$ cat src/rtl/pipeline_hazard_ctrl.sv
// pipeline_hazard_ctrl
//
// Central hazard and sequencing controller for the five-stage RISC-V
// pipeline. Produces the load enables and bubble (flush) controls for the
// PC, IF/ID, ID/EX, EX/MEM and MEM/WB registers, resolving load-use hazards,
// taken-branch flushes and multi-cycle data-memory waits. Also generates the
// EX-stage operand forwarding selects. A small FSM tracks how long a memory
// access has been stalling, freezes the pipeline on timeout, and a counter
// records the number of cycles the PC was held.
//
// Parameters:
//   MEM_TIMEOUT    consecutive memory-stall cycles before ERROR (>= 1)
//
// Ports:
//   clk, reset                     clock, synchronous active-high reset
//   id_rs1, id_rs2                 source registers of the ID instruction
//   id_use_rs1, id_use_rs2         ID instruction really reads rs1/rs2
//   ex_rs1, ex_rs2, ex_rd          EX instruction sources / destination
//   ex_mem_read                    EX instruction is a load
//   ex_branch_taken                branch/jump in EX resolved taken
//   mem_rd, mem_reg_write          EX/MEM destination and write enable
//   mem_req, mem_ready             data-memory request / completion
//   wb_rd, wb_reg_write            MEM/WB destination and write enable
//   pc_en .. mem_wb_en             pipeline register load enables
//   if_id_flush, id_ex_flush,
//   mem_wb_flush                   load a bubble at the next edge
//   forward_a, forward_b           00 regfile, 10 EX/MEM, 01 MEM/WB
//   mem_err                        sticky memory-timeout error
//   stall_cycles                   cycles with pc_en=0 since reset

module pipeline_hazard_ctrl #(
  parameter int MEM_TIMEOUT = 16
) (
  input  logic        clk,
  input  logic        reset,
  input  logic [4:0]  id_rs1,
  input  logic [4:0]  id_rs2,
  input  logic        id_use_rs1,
  input  logic        id_use_rs2,
  input  logic [4:0]  ex_rs1,
  input  logic [4:0]  ex_rs2,
  input  logic [4:0]  ex_rd,
  input  logic        ex_mem_read,
  input  logic        ex_branch_taken,
  input  logic [4:0]  mem_rd,
  input  logic        mem_reg_write,
  input  logic        mem_req,
  input  logic        mem_ready,
  input  logic [4:0]  wb_rd,
  input  logic        wb_reg_write,
  output logic        pc_en,
  output logic        if_id_en,
  output logic        id_ex_en,
  output logic        ex_mem_en,
  output logic        mem_wb_en,
  output logic        if_id_flush,
  output logic        id_ex_flush,
  output logic        mem_wb_flush,
  output logic [1:0]  forward_a,
  output logic [1:0]  forward_b,
  output logic        mem_err,
  output logic [31:0] stall_cycles
);

  localparam int WCW = $clog2(MEM_TIMEOUT + 1);
  localparam logic [WCW:0] TIMEOUT_V = MEM_TIMEOUT[WCW:0];

  typedef enum logic [1:0] {
    RUN   = 2'd0,
    MWAIT = 2'd1,
    ERROR = 2'd2
  } state_t;

  state_t         state;
  state_t         state_next;
  logic [WCW-1:0] wait_cnt;
  logic [WCW-1:0] wait_cnt_next;
  logic [WCW:0]   wait_cnt_plus;
  logic           mem_stall;
  logic           load_use;

  // Hazard detection. A memory stall only counts while the FSM is live; in
  // ERROR everything is frozen regardless of the memory handshake.
  always_comb begin
    mem_stall = (state != ERROR) & mem_req & ~mem_ready;
    load_use  = ex_mem_read & (ex_rd != 5'd0) &
                ((id_use_rs1 & (id_rs1 == ex_rd)) |
                 (id_use_rs2 & (id_rs2 == ex_rd)));
  end

  // Pipeline controls. Defaults are the frozen pattern, which is exactly what
  // reset and ERROR need; the other cases follow the priority
  // mem_stall > branch > load_use > normal. A memory stall holds the EX
  // instruction, so its branch or load-use hazard is re-evaluated later.
  always_comb begin
    pc_en        = 1'b0;
    if_id_en     = 1'b0;
    id_ex_en     = 1'b0;
    ex_mem_en    = 1'b0;
    mem_wb_en    = 1'b0;
    if_id_flush  = 1'b0;
    id_ex_flush  = 1'b0;
    mem_wb_flush = 1'b0;
    if (!reset && state != ERROR) begin
      if (mem_stall) begin
        mem_wb_en    = 1'b1;
        mem_wb_flush = 1'b1;
      end else if (ex_branch_taken) begin
        pc_en       = 1'b1;
        if_id_en    = 1'b1;
        id_ex_en    = 1'b1;
        ex_mem_en   = 1'b1;
        mem_wb_en   = 1'b1;
        if_id_flush = 1'b1;
        id_ex_flush = 1'b1;
      end else if (load_use) begin
        id_ex_en    = 1'b1;
        id_ex_flush = 1'b1;
        ex_mem_en   = 1'b1;
        mem_wb_en   = 1'b1;
      end else begin
        pc_en     = 1'b1;
        if_id_en  = 1'b1;
        id_ex_en  = 1'b1;
        ex_mem_en = 1'b1;
        mem_wb_en = 1'b1;
      end
    end
  end

  // Forwarding selects. The EX/MEM result is younger than MEM/WB, so it wins
  // when both match; x0 is never forwarded.
  always_comb begin
    forward_a = 2'b00;
    forward_b = 2'b00;
    if (!reset) begin
      if (mem_reg_write && mem_rd != 5'd0 && mem_rd == ex_rs1)
        forward_a = 2'b10;
      else if (wb_reg_write && wb_rd != 5'd0 && wb_rd == ex_rs1)
        forward_a = 2'b01;
      if (mem_reg_write && mem_rd != 5'd0 && mem_rd == ex_rs2)
        forward_b = 2'b10;
      else if (wb_reg_write && wb_rd != 5'd0 && wb_rd == ex_rs2)
        forward_b = 2'b01;
    end
  end

  // Memory-wait FSM next state. wait_cnt holds the number of stalled cycles
  // already seen in this access; the increment is checked against the
  // timeout before it is stored, so the counter never wraps.
  always_comb begin
    state_next    = state;
    wait_cnt_next = wait_cnt;
    wait_cnt_plus = {1'b0, wait_cnt} + {{WCW{1'b0}}, 1'b1};
    case (state)
      RUN: begin
        if (mem_stall) begin
          wait_cnt_next = {{(WCW-1){1'b0}}, 1'b1};
          state_next    = (MEM_TIMEOUT == 1) ? ERROR : MWAIT;
        end
      end
      MWAIT: begin
        if (mem_ready || !mem_req) begin
          state_next    = RUN;
          wait_cnt_next = '0;
        end else if (wait_cnt_plus == TIMEOUT_V) begin
          state_next = ERROR;
        end else begin
          wait_cnt_next = wait_cnt_plus[WCW-1:0];
        end
      end
      ERROR: begin
        state_next = ERROR;
      end
      default: begin
        state_next    = RUN;
        wait_cnt_next = '0;
      end
    endcase
  end

  // State, sticky error flag and stall-cycle counter. mem_err tracks the
  // registered state so it is high in exactly the cycles spent in ERROR.
  always_ff @(posedge clk) begin
    if (reset) begin
      state        <= RUN;
      wait_cnt     <= '0;
      mem_err      <= 1'b0;
      stall_cycles <= 32'd0;
    end else begin
      state    <= state_next;
      wait_cnt <= wait_cnt_next;
      mem_err  <= (state_next == ERROR);
      if (!pc_en)
        stall_cycles <= stall_cycles + 32'd1;
    end
  end

endmodule

$ cat config.mk
export PLATFORM = sky130hd
export DESIGN_NAME = pipeline_hazard_ctrl
export DESIGN_NICKNAME = d
export VERILOG_FILES = /design/src/rtl/pipeline_hazard_ctrl.sv
export SDC_FILE = /design/constraint.sdc
export NUM_CORES = 1
export LEC_CHECK = 0
export ABC_AREA = 1
export CAP_MARGIN = 20
export CORE_ASPECT_RATIO = 1.4
export CORE_MARGIN = 3
export CORE_UTILIZATION = 33
export CTS_CLUSTER_SIZE = 14
export DETAILED_ROUTE_END_ITERATION = 10
export MAX_ROUTING_LAYER = met4
export SLEW_MARGIN = 30
export SYNTH_ARGS = -nofsm -noshare
export SYNTH_HDL_FRONTEND = slang
export SYNTH_SLANG_ARGS = --single-unit
$ cat constraint.sdc
create_clock -name clk -period 5.3 [get_ports clk]
set_clock_uncertainty 0.15 [all_clocks]
set_input_delay 0.53 -clock clk [delete_from_list [all_inputs] [get_ports clk]]
set_output_delay 0.53 -clock clk [all_outputs]
set_load 0.1 [all_outputs]
# Yosys cells after proc, flatten, opt, wreduce, memory -nomap -nowiden
# Cells that the tools add are included.
# W data, S select, Z words.
dict set report classes {
  addsub 2
  mul 0
  n_div 0
  magnitude_cmp 0
  n_eq_ne 13
  shifts 0
  muxes 30
  bitwise 9
  n_reduce_logical 15
}
# cell count
set ops {}
lappend ops {{$add A32 B1 Y32 const B} 1}
lappend ops {{$eq A5 B5 Y1} 6}
lappend ops {{$mux W1} 18}
lappend ops {{$mux W5} 3}
lappend ops {{$pmux W5 S3} 1}
lappend ops {{$reduce_bool A5 Y1} 3}
lappend ops {{$mux W2} 7}
lappend ops {{$logic_and A1 B1 Y1} 7}
lappend ops {{$add A5 B1 Y6 const B} 1}
lappend ops {{$and A1 B1 Y1} 6}
lappend ops {{$eq A6 B5 Y1 const B} 1}
lappend ops {{$pmux W2 S3} 1}
lappend ops {{$eq A2 B2 Y1 const B} 2}
lappend ops {{$ne A2 B2 Y1 const B} 2}
lappend ops {{$ne A3 B3 Y1 const B} 1}
lappend ops {{$reduce_and A3 Y1} 1}
lappend ops {{$eq A2 B1 Y1 const B} 1}
lappend ops {{$logic_not A1 Y1} 2}
lappend ops {{$logic_not A2 Y1} 1}
lappend ops {{$not A1 Y1} 2}
lappend ops {{$logic_or A1 B1 Y1} 1}
lappend ops {{$or A1 B1 Y1} 1}
dict set report totals {
  regBits 40
  latch_bits 0
  mem_bits_rw 0
  romBits 0
  output_inout_bits 45
  wordCells 73
  n_memories 0
}

# Longest topological paths before layout
dict set report logic_depth {
  depth_word 8
  mapped_depth 12
  ltp_nobuf 11
}

# Worst setup path after synthesis
# No wires, ideal clock.
dict set report synth_path {
  path_type {input port to output port}
  startpoint {input port reset}
  endpoint {output port id_ex_flush}
  t_arrival_ns 3.405
  t_required_ns 4.620
  path_slack_ns 1.215
  path_stages 6
  cell_sequence {clkbuf_1 inv_2 nand2_4 nor2_8 inv_2 o21ai_0}
}
dict set report synth_via {
  elab_chain_len 3
}
# element line_no
set synth_rtl {}
lappend synth_rtl {{start: declaration} 35} ;# input logic reset,
lappend synth_rtl {{$logic_not A1 Y1} --}
lappend synth_rtl {{$logic_and A1 B1 Y1} 104} ;# if (!reset && state != ERROR) begin
lappend synth_rtl {{$mux W1} 104}
lappend synth_rtl {{end: declaration} 57} ;# output logic id_ex_flush,
# Every way passes these cells.

# Final worst setup path
dict set report layout_path {
  startpoint {input port mem_rd[3]}
  endpoint {output port forward_b[1]}
}
dict set report layout_via {
  elab_chain_len 5
  word_cells_on_any_way 6
  cone_classes {eq/ne: 1; mux: 2; reduce/logical: 3}
}
# element line_no
set layout_rtl {}
lappend layout_rtl {{start: declaration} 45} ;# input logic [4:0] mem_rd,
lappend layout_rtl {{$reduce_bool A5 Y1} 141} ;# if (mem_reg_write && mem_rd != 5'd0 && mem_rd == ex_rs2)
lappend layout_rtl {{$logic_and A1 B1 Y1} 141}
lappend layout_rtl {{$logic_and A1 B1 Y1 (*)} 141}
lappend layout_rtl {{$mux W2 (*)} 141}
lappend layout_rtl {{$mux W2 (*)} 136} ;# if (!reset) begin
lappend layout_rtl {{end: declaration} 60} ;# output logic [1:0] forward_b,
# Mark *: on every way between the ends. The rest lies on a longest branch, timed or not.

==> results.json <==
{
  "timing.final.hold_violations": 0,
  "timing.rr.end": "stall_cycles[3]",
  "wl_microns": 9290,
  "final-setup-viol-count": 0,
  "die-height_microns": 121,
  "postCtsHoldBufs": 0,
  "clk_path_buf_depth": 2,
  "die_width_microns": 88.2,
  "grt_remaining_overflow": 0,
  "fmax_mhz": 284,
  "dr_total_vias": 3441,
  "critical_path.slowest_cell": "sky130_fd_sc_hd__clkdlybuf4s50_1",
  "netlist-cell-type-count": 30,
  "core_area_sq_mm": 0.00913,
  "critPathRequiredTime_ns": 4.62,
  "clock-sinks": 40,
  "worst_min_delay_path_category": "register to register",
  "min_period_ns": 3.52,
  "synth-warning-count": 0,
  "cp-endpoint": "forward_b[1]",
  "via_count_of_the_first_global_routing_pass": 3329,
  "slew-limit-headroom_pct": 31.6,
  "wl_per_cell_microns": 13.3,
  "timing.reg2reg.worst_path_depth": 7,
  "outcome": "finished, final reports clean",
  "layout.cells.most_common": "sky130_fd_sc_hd__nand2_1",
  "grt.total_usage_pct": 18.3,
  "gp_congestion": 0.932,
  "timing.critical_path.cells": "clkdlybuf4s50_1 > xor2_1 > nor2_1 > nor3b_1 > nand2_1 > nor2_1 > clkdlybuf4s50_1",
  "ys_seq_elements": 40,
  "final_cell_count_without_fillers": 697,
  "dp_hpwl_microns": 7390,
  "synthesis.area_sq_mm": 0.00312,
  "criticalPathCategory": "input pin to output port",
  "tritoncts": "yes",
  "maximum_fanout_encountered_on_the_critical_timing_path": 3,
  "cts_buffers": 5,
  "timing.rr.start": "state[1]",
  "initial_antenna_violation_count": 0,
  "placedCellCount": 689,
  "floorplan.initialDensity_pct": 34.2,
  "placement_rows": 41,
  "synth.yosys.seq_area_share_pct": 25.7,
  "maximum_vdd_ir_drop_v": 0.000149,
  "number_of_standard_cells_after_synthesis": 508,
  "final_cell_mix": "sky130_fd_sc_hd__nand2_1, sky130_fd_sc_hd__clkdlybuf4s50_1, sky130_fd_sc_hd__nor2_1, sky130_fd_sc_hd__nand3_1, sky130_fd_sc_hd__a21oi_1",
  "grt_max_degree": 41,
  "detail_route.drc_violations": 0,
  "power.static_leakage_nw": 1.60,
  "clock-root-buffer": "sky130_fd_sc_hd__clkbuf_16",
  "max_cap_viol_count": 0,
  "postSynthNetCount": 555,
  "num-nets-final": 636,
  "post-cts-setup-buffers": 0,
  "post_drt_via_cell_ratio": 4.94,
  "port-buffer-count": 89,
  "post_route_cells_drive_above_1_share_pct": 8.31,
  "worstPathArrival_ns": 2.84,
  "count_of_inserted_antenna_diode_cells": 0,
  "htreeDepth": 2,
  "final_antenna_net_count": 0,
  "worst_setup_path_startpoint": "mem_rd[3]",
  "area.growth.synth_to_final_pct": 35.2,
  "floorplan_die_area_sq_mm": 0.0107,
  "clock_latency_at_the_later_pin_of_the_worst_skew_pair_ns": 0.29,
  "i_o_pin_total": 90,
  "post-route-period-util_pct": 66.5,
  "grt_pass1_wl_microns": 15200,
  "synth.avg_cell_area_sq_um": 6.14,
  "grt_setup_unrepaired": "no",
  "cts-resized-gates": 0,
  "setup-tns-final_ns": 0,
  "power_density_mw_per_mm2": 200,
  "crit_path_start_kind": "input pin",
  "worstSetupEndpointType": "output port",
  "tightestPinTransition_ns": 1.02,
  "minimum_setup_slack_among_reg_to_reg_paths_ns": 3.20,
  "dr.pass1.iters": 4,
  "critical-path-max-stage-delay_ns": 1.14,
  "cts.reportedPaths.clkPinSlew_ns": 0.06,
  "final_max_slew_viol_count": 0,
  "1st_iter_drt_viols": 165
}
report_power, final:
group	switching [mW]	internal, mW	leakage [nW]
clock	0.118	0.248	0.0901
sequential	0.00450	0.303	0.323
combinational	0.108	0.0598	1.19
cell usage after synthesis:
library cell	instances	area (sq um)
sky130_fd_sc_hd__nand4_1	3	18.8
sky130_fd_sc_hd__nand2_2	5	31.3
sky130_fd_sc_hd__dfxtp_1	40	801
sky130_fd_sc_hd__ha_1	2	25.0
sky130_fd_sc_hd__buf_2	5	25.0
sky130_fd_sc_hd__o21ai_0	5	25.0
sky130_fd_sc_hd__nor3_2	1	10.0
sky130_fd_sc_hd__xnor2_1	11	96.3
sky130_fd_sc_hd__nand2_4	3	33.8
sky130_fd_sc_hd__nand2_1	173	649
sky130_fd_sc_hd__nor4_1	2	12.5
sky130_fd_sc_hd__xor2_1	24	210
sky130_fd_sc_hd__nand3_2	4	40.0
sky130_fd_sc_hd__nor2_4	5	56.3
sky130_fd_sc_hd__or2_2	1	6.26
sky130_fd_sc_hd__nand3b_1	14	105
sky130_fd_sc_hd__inv_4	1	6.26
sky130_fd_sc_hd__o41ai_1	1	8.76
sky130_fd_sc_hd__inv_2	8	30.0
sky130_fd_sc_hd__nand3_1	46	230
sky130_fd_sc_hd__buf_4	3	22.5
sky130_fd_sc_hd__inv_1	31	116
sky130_fd_sc_hd__buf_6	3	33.8
sky130_fd_sc_hd__nor2_1	62	233
sky130_fd_sc_hd__clkbuf_1	5	18.8
sky130_fd_sc_hd__nor3_1	2	10.0
sky130_fd_sc_hd__nor3b_1	2	15.0
sky130_fd_sc_hd__nor2_2	4	25.0
sky130_fd_sc_hd__a21oi_1	41	205
sky130_fd_sc_hd__nor2_8	1	20.0
critical path: cells and delay by family:
family | cells | cell delay (ns)
XOR/XNOR | 1 | 0.19
buffers and inverters | 2 | 1.62
AND/OR/NAND/NOR | 4 | 0.50
worst min path at each step:
stage	start	to	slack, ns	depth (start not counted)
global route	wait_cnt[4]	wait_cnt[4]	0.36	2
detailed placement	wait_cnt[4]	wait_cnt[4]	0.32	2
global placement	wait_cnt[4]	wait_cnt[4]	0.32	2
CTS	wait_cnt[4]	wait_cnt[4]	0.33	2
finish	wait_cnt[4]	wait_cnt[4]	0.33	2
floorplan	wait_cnt[1]	wait_cnt[1]	0.31	2
routing by layer:
metal	vias to the layer above	GRT usage, %	share of wire, %
li1	1776	-	-
met5	-	-	0
met3	11	3.94	5.5
met1	1547	18.1	39
met2	107	34.9	54
met4	0	5.48	1.6
state kept, by name (all words and copies together) (netlist names):
signal	flops
mem_err	1
state	2
stall_cycles	32
wait_cnt	5
cell type report:
type | count | area, sq um
Clock buffer | 7 | 153
Timing Repair Buffer | 90 | 881
Fill cell | 997 | 4910
Clock inverter | 1 | 30.0
Sequential cell | 40 | 801
Tap cell | 107 | 134
Multi-Input combinational cell | 412 | 2070
Inverter | 40 | 153
per-stage QoR:
step | util [%] | cell area [sq um] | setup slack, ns | power [mW] | hold WS [ns]
2_1_floorplan | - | 3120 | 1.22 | 0.425 | 0.308
3_5_place_dp | 44.2 | 4040 | 1.79 | 0.484 | 0.324
3_3_place_gp | 44.2 | 4040 | 1.79 | 0.482 | 0.320
5_1_grt | 46.2 | 4220 | 1.60 | 0.879 | 0.362
6_report | 46.2 | 4220 | 1.78 | 0.842 | 0.333
4_1_cts | 46.2 | 4220 | 1.77 | 0.854 | 0.333
kinds of logic (layout without fill, tap and decap cells):
family,Yosys count,in the layout,share of synthesized area (%)
simple gates,328,328,48.0
buf+inv,56,138,8.10
compound gates,47,47,7.66
flops,40,40,25.7
xor+xnor,35,35,9.82
fa+ha+maj,2,2,0.802
No activity file was read; power rests on OpenSTA's default activity.
